`src/rtl/fast_square_energy_if.sv`:
```
// Sample/energy bundle between a source and fast_square_energy.
// FAST_SQR_LANE_OUT_EN adds the per-lane square outputs.
interface fast_square_energy_if #(
    parameter int WIDTH   = 9,
    parameter int LANES   = 4,
    parameter int LOG_WIN = 4
);
    logic                     i_valid;
    logic [LANES*WIDTH-1:0]   i_data;
    logic                     i_clear;
`ifdef FAST_SQR_LANE_OUT_EN
    logic [LANES*(2*WIDTH-1)-1:0] o_sqr;
    logic                         o_sqr_valid;
`endif
    logic [2*WIDTH-1+$clog2(LANES)+LOG_WIN-1:0] o_energy;
    logic                                       o_energy_valid;

`ifdef FAST_SQR_LANE_OUT_EN
    modport master (
        output i_valid, i_data, i_clear,
        input  o_sqr, o_sqr_valid, o_energy, o_energy_valid
    );
    modport slave (
        input  i_valid, i_data, i_clear,
        output o_sqr, o_sqr_valid, o_energy, o_energy_valid
    );
`else
    modport master (
        output i_valid, i_data, i_clear,
        input  o_energy, o_energy_valid
    );
    modport slave (
        input  i_valid, i_data, i_clear,
        output o_energy, o_energy_valid
    );
`endif
endinterface

```
`src/rtl/fast_square_energy.sv`:
```
// Four-stage windowed sum-of-squares over LANES signed samples per beat.
// Macro FAST_SQR_LANE_OUT_EN exposes the per-lane squares from S2.
module fast_square_energy #(
    parameter int WIDTH   = 9,
    parameter int LANES   = 4,
    parameter int LOG_WIN = 4
) (
    input  logic             clk,
    input  logic             rst,
    fast_square_energy_if.slave bus
);
    localparam int SQ_W  = 2 * WIDTH - 1;
    localparam int SUM_W = SQ_W + $clog2(LANES);
    localparam int EN_W  = SUM_W + LOG_WIN;
    localparam int CNT_W = (LOG_WIN > 0) ? LOG_WIN : 1;
    localparam logic [CNT_W-1:0] LAST = CNT_W'((1 << LOG_WIN) - 1);

    logic                   s1_valid_q, s1_valid_d;
    logic [LANES*WIDTH-1:0] s1_data_q, s1_data_d;
    logic                   s2_valid_q, s2_valid_d;
    logic [LANES*SQ_W-1:0]  s2_sqr_q, s2_sqr_d;
    logic                   s3_valid_q, s3_valid_d;
    logic [SUM_W-1:0]       s3_sum_q, s3_sum_d;
    logic [CNT_W-1:0]       cnt_q, cnt_d;
    logic [EN_W-1:0]        acc_q, acc_d;
    logic [EN_W-1:0]        energy_q, energy_d;
    logic                   energy_valid_q, energy_valid_d;

    logic signed [SQ_W-1:0] lane_x;
    logic [SQ_W-1:0]        lane_sq;
    logic [EN_W-1:0]        acc_sum;

    // S1 capture and S2 exact squares; sign-extending first keeps -2**(W-1) exact
    always_comb begin
        s1_valid_d = bus.i_valid;
        s1_data_d  = bus.i_data;
        s2_valid_d = s1_valid_q & ~bus.i_clear;
        s2_sqr_d   = '0;
        lane_x     = '0;
        lane_sq    = '0;
        for (int k = 0; k < LANES; k++) begin
            lane_x  = SQ_W'($signed(s1_data_q[k*WIDTH +: WIDTH]));
            lane_sq = lane_x * lane_x;
            s2_sqr_d[k*SQ_W +: SQ_W] = lane_sq;
        end
    end

    // S3 lane sum; clear drops whatever sits in S2
    always_comb begin
        s3_valid_d = s2_valid_q & ~bus.i_clear;
        s3_sum_d   = '0;
        for (int k = 0; k < LANES; k++) begin
            s3_sum_d = s3_sum_d + SUM_W'(s2_sqr_q[k*SQ_W +: SQ_W]);
        end
    end

    // S4 window accumulator; clear restarts the window and kills the S3 beat
    always_comb begin
        acc_sum        = acc_q + EN_W'(s3_sum_q);
        cnt_d          = cnt_q;
        acc_d          = acc_q;
        energy_d       = energy_q;
        energy_valid_d = 1'b0;
        if (bus.i_clear) begin
            cnt_d = '0;
            acc_d = '0;
        end else if (s3_valid_q) begin
            if (cnt_q == LAST) begin
                energy_d       = acc_sum;
                energy_valid_d = 1'b1;
                acc_d          = '0;
                cnt_d          = '0;
            end else begin
                acc_d = acc_sum;
                cnt_d = cnt_q + CNT_W'(1);
            end
        end
    end

    // State registers with synchronous reset taking priority
    always_ff @(posedge clk) begin
        if (rst) begin
            s1_valid_q     <= 1'b0;
            s1_data_q      <= '0;
            s2_valid_q     <= 1'b0;
            s2_sqr_q       <= '0;
            s3_valid_q     <= 1'b0;
            s3_sum_q       <= '0;
            cnt_q          <= '0;
            acc_q          <= '0;
            energy_q       <= '0;
            energy_valid_q <= 1'b0;
        end else begin
            s1_valid_q     <= s1_valid_d;
            s1_data_q      <= s1_data_d;
            s2_valid_q     <= s2_valid_d;
            s2_sqr_q       <= s2_sqr_d;
            s3_valid_q     <= s3_valid_d;
            s3_sum_q       <= s3_sum_d;
            cnt_q          <= cnt_d;
            acc_q          <= acc_d;
            energy_q       <= energy_d;
            energy_valid_q <= energy_valid_d;
        end
    end

    assign bus.o_energy       = energy_q;
    assign bus.o_energy_valid = energy_valid_q;
`ifdef FAST_SQR_LANE_OUT_EN
    assign bus.o_sqr       = s2_sqr_q;
    assign bus.o_sqr_valid = s2_valid_q;
`endif
endmodule

```
`src/flat_wrapper.sv`:
```
// flat-port wrapper written by rule: the top's interface ports become plain ports
module fast_square_energy_flat 
#(
    parameter int WIDTH   = 9,
    parameter int LANES   = 4,
    parameter int LOG_WIN = 4
)
  (clk, rst, bus_i_valid, bus_i_data, bus_i_clear, bus_o_energy, bus_o_energy_valid);
  fast_square_energy_if #(.WIDTH(WIDTH), .LANES(LANES), .LOG_WIN(LOG_WIN)) bus_i ();
  input  logic clk;
  input  logic rst;
  input wire logic [$bits(bus_i.i_valid)-1:0] bus_i_valid;
  input wire logic [$bits(bus_i.i_data)-1:0] bus_i_data;
  input wire logic [$bits(bus_i.i_clear)-1:0] bus_i_clear;
  output wire logic [$bits(bus_i.o_energy)-1:0] bus_o_energy;
  output wire logic [$bits(bus_i.o_energy_valid)-1:0] bus_o_energy_valid;
  assign bus_i.i_valid = bus_i_valid;
  assign bus_i.i_data = bus_i_data;
  assign bus_i.i_clear = bus_i_clear;
  assign bus_o_energy = bus_i.o_energy;
  assign bus_o_energy_valid = bus_i.o_energy_valid;
  fast_square_energy #(.WIDTH(WIDTH), .LANES(LANES), .LOG_WIN(LOG_WIN)) u_core (.clk(clk), .rst(rst), .bus(bus_i));
endmodule
```
`config.mk`:
```
export PLATFORM = sky130hd
export DESIGN_NAME = fast_square_energy_flat
export DESIGN_NICKNAME = d
export VERILOG_FILES = /design/src/rtl/fast_square_energy_if.sv /design/src/rtl/fast_square_energy.sv /design/src/flat_wrapper.sv
export SDC_FILE = /design/constraint.sdc
export NUM_CORES = 1
export LEC_CHECK = 0
export ABC_AREA = 1
export CAP_MARGIN = 20
export CELL_PAD_IN_SITES_DETAIL_PLACEMENT = 0
export CELL_PAD_IN_SITES_GLOBAL_PLACEMENT = 2
export CORE_MARGIN = 1
export CORE_UTILIZATION = 42
export CTS_BUF_LIST = sky130_fd_sc_hd__clkbuf_4
export DETAILED_ROUTE_END_ITERATION = 12
export PLACE_DENSITY_LB_ADDON = 0.12
export SLEW_MARGIN = 40
export SYNTH_ARGS = -nofsm -noshare
export SYNTH_HDL_FRONTEND = slang
export SYNTH_SLANG_ARGS = --single-unit
```
`constraint.sdc`:
```
create_clock -name clk -period 15.5 [get_ports clk]
set_clock_uncertainty 0.15 [all_clocks]
set_input_delay 3.875 -clock clk [delete_from_list [all_inputs] [get_ports clk]]
set_output_delay 3.875 -clock clk [all_outputs]
set_load 0.01 [all_outputs]
```
======== After elaboration in Yosys (flattened, before gate mapping) ========
Index checks and enable logic that the tools add are counted.
storage, ports and cells
  logic and storage cells ................. 30
  register bits after elaboration ......... 177
cells by class
  bitwise gates (word level) .............. 4
  add/subtract/negate cells ............... 5
  equal/unequal tests ..................... 1
  reduce and logical (&&, ||, !) cells .... 3
  mux-type cells .......................... 3
  multipliers ............................. 4
operators with widths
  kind                                                            number
  9-bit by 9-bit multiplier with 17-bit output                    4
  19-bit by 17-bit adder with 19-bit output                       2
  23-bit by 19-bit adder with 23-bit output                       1
  23-bit 2-to-1 mux                                               1
  17-bit by 17-bit adder with 18-bit output                       1
  4-bit by 1-bit adder with 4-bit output (second input constant)  1
  4-bit == test (second input constant)                           1
  4-bit 2-to-1 mux                                                1
  3-bit AND reduction                                             1
  3-bit OR reduction                                              1
  1-bit bitwise AND                                               2
  1-bit NOT                                                       2
  2-bit OR reduction                                              1
  1-bit 2-to-1 mux                                                1

======== Depth between registers and ports, before layout ========
Gate-level depths: netlist of the first run.
  depth in word-level cells ............... 3
  depth in mapped cells ................... 24

======== Least setup slack after synthesis of the first run ========
No wires, ideal clock.
  kind .................................... input to register
  from .................................... input rst
  to ...................................... register u_core.s2_sqr_q[17]
  arrival ................................. 4681 ps
  library setup time ...................... 128 ps
  required time ........................... 15222 ps
  setup slack ............................. 10542 ps
  stages .................................. 4
  path through ............................ clkbuf_1 -> clkbuf_1 -> buf_1 -> nor2_1
RTL lines
  element               line                      source
  start, declared       flat_wrapper.sv:11        input logic rst;
  end signal, assigned  fast_square_energy.sv:97  s2_sqr_q <= s2_sqr_d;
  end, declared         fast_square_energy.sv:21  logic [LANES*SQ_W-1:0] s2_sqr_q, s2_sqr_d;
No word-level cell between the ends.

======== Final worst setup path of the first run ========
  from .................................... register u_core.energy_q[7], in the netlist u_core.bus.o_energy[7]
  to ...................................... output bus_o_energy[7]
RTL lines
  element                 line                       source
  start, declared         fast_square_energy.sv:26   logic [EN_W-1:0] energy_q, energy_d;
  start signal, assigned  fast_square_energy.sv:102  energy_q <= energy_d;
  end, declared           flat_wrapper.sv:15         output wire logic [$bits(bus_i.o_energy)-1:0] bus_o_energy;
No word-level cell between the ends.

==> results of run 1 <==
## layer usage
| metal | track usage | vias up |
|---|---|---|
| met5 | 0 | - |
| met4 | 0.0664 | 0 |
| met3 | 0.0287 | 51 |
| met2 | 0.345 | 172 |
| met1 | 0.267 | 7017 |
| li1 | - | 7563 |
## stage by stage
stage | total power, mW | worst slack [ns] | instance area (um^2)
2_1_floorplan | 1.39 | 10.54 | 19000
3_3_place_gp | 1.69 | 9.84 | 20100
3_5_place_dp | 1.69 | 9.80 | 20100
4_1_cts | 1.99 | 9.65 | 20400
5_1_grt | 2.18 | 9.67 | 20400
6_report | 1.95 | 9.78 | 20400
## kinds of logic (layout without fill, tap and decap cells)
group,Yosys count,after routing,share of synthesized area
AO/OA/AOI/OAI,280,280,0.0830
XOR/XNOR,55,55,0.0253
adder cells (fa/ha/maj),438,438,0.383
buffers and inverters,705,740,0.141
flip-flops,173,173,0.182
other,2,6,0.000395
AND/OR/NAND/NOR,859,859,0.185
## power groups by stage
stage          clock network, mW  registers (mW)  logic (mW)
5_1_grt                    0.311           0.568        1.30
6_report                   0.279           0.561        1.11
2_1_floorplan                  0           0.531       0.862
3_3_place_gp                   0           0.574        1.12
4_1_cts                    0.298           0.563        1.13
3_5_place_dp                   0           0.573        1.12
## cell usage in the layout, fill, tap and decap left out, types with 5 or more instances in the layout
master / n
a21o_1: 15
a31oi_1: 7
o21bai_1: 11
clkbuf_4: 17
clkdlybuf4s50_1: 62
xor2_1: 24
nand3b_1: 12
nand2_1: 511
o21a_1: 11
a21oi_1: 140
inv_8: 5
ha_1: 198
or2_2: 8
nand2_2: 7
nor3_1: 14
fa_1: 240
dfxtp_1: 173
nor2_1: 204
o211ai_1: 7
inv_1: 637
xnor2_1: 31
nand4_1: 19
o21ai_0: 71
nand3_1: 72
## worst max-delay path by stage
stage | from | end | slack (ns) | cells past startpoint
after global routing | u_core.bus.o_energy[9] | bus_o_energy[9] | 9.67 | 1
after global placement | bus_i_clear | u_core.bus.o_energy[11] | 9.84 | 8
final | u_core.bus.o_energy[7] | bus_o_energy[7] | 9.78 | 1
after detailed placement | bus_i_clear | u_core.bus.o_energy[5] | 9.80 | 6
after floorplan | rst | u_core.s2_sqr_q[17] | 10.54 | 4
after CTS | u_core.bus.o_energy[17] | bus_o_energy[17] | 9.65 | 1
## cells in the mapped netlist, types with 2 or more instances
library cell / number / area, um^2
ha_1: 198 / 2480
nand3b_1: 12 / 90.1
o211ai_1: 7 / 52.6
nand2_1: 511 / 1920
buf_2: 13 / 65.1
o21bai_1: 11 / 82.6
or2_2: 8 / 50.1
a21o_1: 15 / 113
nand4_1: 19 / 119
buf_6: 2 / 22.5
nor2_1: 204 / 766
inv_1: 639 / 2400
xor2_1: 24 / 210
a21oi_1: 140 / 701
fa_1: 240 / 4800
a31oi_1: 7 / 43.8
o21ai_1: 2 / 10.0
xnor2_1: 31 / 272
o21ai_2: 3 / 26.3
conb_1: 2 / 7.51
nand2_2: 7 / 43.8
or2_1: 4 / 25.0
inv_2: 3 / 11.3
nor3_1: 14 / 70.1
buf_1: 2 / 7.51
nor2_2: 4 / 25.0
dfxtp_1: 173 / 3460
o31ai_1: 3 / 22.5
clkbuf_1: 45 / 169
o21a_1: 11 / 82.6
o21ai_0: 71 / 355
a21oi_2: 4 / 35.0
nand3_1: 72 / 360
## worst min-delay path: cells and delay by family, from the launching register on
family | cells | cell delay [ns]
flip-flops | 1 | 0.34
buffers and inverters | 1 | 0.04
AND/OR/NAND/NOR | 1 | 0.03
## area by class of cell
class	instances	share of cell area
sequential	173	0.170
inverter	642	0.118
antenna	4	0.000490
clock inverter	15	0.00735
tap	592	0.0363
timing repair buffer	66	0.0320
multi-input combinational	1634	0.630
clock buffer	17	0.00625
## flip-flops by register name, summed over array words and instances, names as in the netlist
name	cells
u_core.acc_q	23
u_core.bus.o_energy_valid	1
u_core.s1_data_q	36
u_core.cnt_q	4
u_core.bus.o_energy	23
u_core.s1_valid_q	1
u_core.s3_valid_q	1
u_core.s3_sum_q	19
u_core.s2_sqr_q	64
u_core.s2_valid_q	1
==> metrics.md, run 1 <==
| Metric | Value |
|---|---|
| Outcome | finished clean |
| Max-cap violation count | 0 |
| Net count, final | 3012 |
| Multi-input gate area | roughly 13000 um^2 |
| F_max | 0.175 GHz |
| Worst Hold Class | reg2reg |
| HPWL after DPL | roughly 36000 um |
| Crit path max-delay family | buffers and inverters |
| Setup CP Type | reg2out |
| Synth Net Count | 2990 |
| Vias/cell | about 4.7 |
| Gr usage total | 0.204 |
| R2R depth | 18 |
| Resized cells post-CTS | 0 |
| Final period util | 0.369 |
| Drt wl/cell | roughly 14 um |
| Worst skew pair latency | 0.77 ns |
| Min Tclk post-route | 5.72 ns |
| Die Footprint | 46100 um^2 |
| Core area | 44400 um^2 |
| # DRC | 0 |
| 1st-pass router iterations | 5 |
| Io pins | 64 |
| Met2 WL | 20600 um |
| RSZ-0062 raised after global routing | no |
| CTS tree | done |
| Async set-reset flop share out of synthesis | 0 |
| DR iter-0 viols | 644 |
| Initial core utilization | 0.428 |
| PD cells | 95.6 nW/um^2 |
| CTS buffer count | 17 |
| Synthesized area | 19000 um^2 |
| NetSw | 0.965 mW |
| Row count | 77 |
| Met1 WL | 21000 um |
| Crit Path Max Fanout | 2 |
| End of the worst hold path | u_core.s2_valid_q |
| CP Buf/Inv Count | 1 |
| GP Congestion | 0.829 |
| Htree depth | 4 |
| Synth Flop Type | dfxtp_1 |
| Setup crit start kind | flip-flop |
| YS warnings | 0 |
| Peak supply drop | 64.8 uV |
| Hold bufs inserted after CTS | 0 |
| # clock sinks | 173 |
| Synth unique cells | 44 |
| Min Hold Slack | 0.274 ns |
| Crit. End Element | output pin |
| Syn avg cell area | 7.57 um^2 |
| CP max stage cell | clkdlybuf4s50_1 |
| Core Util, Final | 0.460 |
| R2r startpoint | u_core.s1_data_q[17] |
| Comb pwr share | 0.570 |
| TNS Setup | 0 ns |
| P&R area growth vs syn | 7.44% |
| Reg2reg setup slack | approximately 10 ns |
| Pin slew with the least headroom to its limit | slightly above 0.7 ns |
| First-pass GRT wire length | around 75000 um |
| Uppermost layer routed | met4 |
| Filler cells | 4635 |
| Vias in the first global route | 15500 |
| Die height | 215 um |
| Sequential power share | 0.287 |
| IO Port Bufs | 63 |
| Register area | 3460 um^2 |
| Yosys reg bits | 173 |
| GRT overflow | 0 |
| Leak Pwr | 11.5 nW |
| Initial antenna violation count | 2 |
| Final Hold Vio Count | 0 |
| Crit path cell chain | clkdlybuf4s50_1 |
| Hold path depth | 2 |
| Reg clk slew, reported paths | 0.19 ns |
| Largest net degree at the start of global routing | 76 |
| Worst Path Arrival | roughly 1.7 ns |
| Pint | 0.988 mW |
| Final WL | between 40000 and 50000 um |
| Slew HR | 0.523 |
| Antenna-violating nets left | 0 |
| Slew Limit Fails | 0 |
| Sequential area share after synthesis | 0.182 |
| Worst EP required | around 11 ns |
| Slowest cell delay on critical path | 0.55 ns |
| Die Width | 215 um |
| Clock Tree Root | clkbuf_4 |
| Number of synthesized flops with an enable pin | 0 |
| Layout Cells excl Fill | 3143 |
| Clock tree buffer depth | 2 |
| # setup viols final | 0 |
| Setup bufs post-CTS | 0 |
| Mapped Cells | 2512 |
| Post-Place Cells | 3107 |
| Worst Hold Launch | u_core.s1_valid_q |
| Routed wl met3 | 1120 um |
| Endpoint of the worst-slack reg-to-reg timing path | u_core.s2_sqr_q[33] |
| Clk pwr share | 0.143 |
| Sw Share | 0.494 |
| Layout cells sized above 1 | 0.0287 |
| Via count | 14800 |
Power figures use the tool's default switching activity.
==> inputs of run 2 (changes only) <==
Settings changed: CORE_UTILIZATION 42 to 35.
Clock period 15.5 ns to 5.2 ns, I/O delays scaled along.
==> run 2 against run 1 <==
Effect of this change:
- routed wire length grew 5.3%
- first-iteration DRC count shrank 15%
- core utilization shrank 7.3 points
- global-route usage is 2.5 points lower
- combinational power grew to 3.1 times the previous value
- critical path depth is 15 higher
- final area up 1.8%
- die area increased by 20%
- critical endpoint is now u_core.s2_sqr_q[14]
==> metrics.md, run 2 (synthesis gave the netlist of run 1 again) <==
| Metric | Value |
|---|---|
| Crit. End Element | flip-flop |
| Commonest non-fill, non-tap cell in the layout | inv_1 |
| Slew HR | 0.512 |
| Area of placed instances | 20500 um^2 |
| Reg clk slew, reported paths | 0.19 ns |
| Clock tree buffer depth | 2 |
| GP Congestion | 0.824 |
| Setup CP Type | reg2reg |
| Peak supply drop | 244 uV |
| Top reg by flops | u_core.s2_sqr_q |
| Core area | 53700 um^2 |
| Max-cap violation count | 0 |
| Clock Tree Root | clkbuf_4 |
| Min Tclk post-route | 4.89 ns |
| # clock sinks | about 170 |
| Max reg flops | 64 |
| Slew Limit Fails | 0 |
| Setup bufs post-CTS | 0 |
| Outcome | finished clean |
| Hold path depth | 2 |
| PD cells | 283 nW/um^2 |
| Die Footprint | 55300 um^2 |
| Biggest regs | u_core.s2_sqr_q (64), u_core.s1_data_q (36) |
| Die height | 235 um |
| Via count | between 10000 and 15000 |
| GRT overflow | 0 |
| TNS Setup | 0 ns |
| Pin slew with the least headroom to its limit | 0.731 ns |
| Antenna-violating nets left | 0 |
| # DRC | 0 |
| Gr usage total | 0.179 |
| Setup crit start kind | flip-flop |
| Die Width | 235 um |
| Htree depth | 4 |
| CTS buffer count | 17 |
| Final Hold Vio Count | 0 |
| Worst Hold Class | reg2reg |
| RSZ-0062 raised after global routing | no |
| Layout cells sized above 1 | 0.0443 |
| Row count | 85 |
| Worst EP required | around 5.7 ns |
| # setup viols final | 0 |
| Io pins | 64 |
| HPWL after DPL | 38000 um |
| Commonest non-fill, non-tap cells in the layout | inv_1, nand2_1, fa_1, nor2_1, ha_1 |
| P&R area growth vs syn | 9.38% |
| Leak Pwr | 11.7 nW |
| 1st-pass router iterations | 7 |
| Final period util | 0.941 |
| Core Util, Final | 0.387 |
| IO Port Bufs | 63 |
| Vias in the first global route | 15600 |
| Total power | roughly 5.9 mW |
| F_max | 0.204 GHz |
| Final WL | 45900 um |
| R2R depth | 16 |
| Net count, final | 3041 |
| DR iter-0 viols | between 500 and 600 |
| Vias/cell | 4.51 |
| Crit Path Max Fanout | 10 |
| Largest net degree at the start of global routing | 75 |
| Drt wl/cell | 14.0 um |
| Fin area | 20800 um^2 |
| First-pass GRT wire length | 78600 um |
| Worst skew pair latency | 0.78 ns |
| CTS tree | done |
| Initial antenna violation count | 2 |
| Initial core utilization | 0.354 |
| Min Hold Slack | ~0.25 ns |
| Worst Path Arrival | 5.41 ns |
-- run 2: final cells by class --
cell class | count | area, um^2
diodes | 2 | 5.00
well taps | 696 | 871
inverters | 642 | 2410
multi-input cells | 1634 | 12900
flip-flops and latches | 173 | 3480
clock buffers | 17 | 128
clock inverters | 15 | 151
fillers | 5640 | 32900
repair buffers | 95 | 876
-- run 2: per-stage QoR --
step	setup slack [ns]	instances
finish	0.309	3274
global route	0.0109	3274
CTS	0.0458	3272
detailed placement	0.109	3240
global placement	0.129	3239
floorplan	0.337	2512
-- run 2: power by group --
group	switching, mW	internal, mW	total [mW]	leakage, nW
sequential	0.134	1.51	1.65	1.43
clock	0.632	0.217	0.848	0.151
combinational	2.17	1.23	3.40	10.1
-- run 2: path summary, 6_finish.rpt --
path | from | end | slack, ns
worst max-delay path | u_core.s1_data_q[3] | u_core.s2_sqr_q[14] | 0.31
worst min-delay path | u_core.s1_valid_q | u_core.s2_valid_q | 0.25
worst max register to register | u_core.s1_data_q[3] | u_core.s2_sqr_q[14] | 0.31
worst min register to register | u_core.s1_valid_q | u_core.s2_valid_q | 0.25
-- run 2: worst max-delay path: stages, from the launching register on --
cell,delay (ns)
dfxtp_1,0.66
nand2_1,0.25
fa_1,0.58
inv_1,0.06
fa_1,0.49
fa_1,0.51
inv_1,0.05
fa_1,0.47
inv_1,0.04
ha_1,0.26
ha_1,0.34
nand2_1,0.08
o21ai_0,0.31
a21oi_2,0.09
o21bai_1,0.20
nor2_1,0.07
nor2_1,0.19
-- run 2: metal layers --
layer,track usage,share of wire,up-vias
met5,0,0,-
met4,0.0528,0.018,0
met3,0.0269,0.023,37
met2,0.305,0.48,137
met1,0.234,0.48,6961
li1,-,-,7634
-- run 2: repair_timing --
item                       4_1_cts  5_1_grt
setup endpoints to repair        0       11
resized for setup                0       13
hold buffers                     0        0
==> inputs of run 3 (changes only) <==
Settings changed: CAP_MARGIN 20 to unset, SKIP_CTS_REPAIR_TIMING set to 1.
==> results of run 3 <==
Final layout, timing and power as in run 2 (identical DEF).
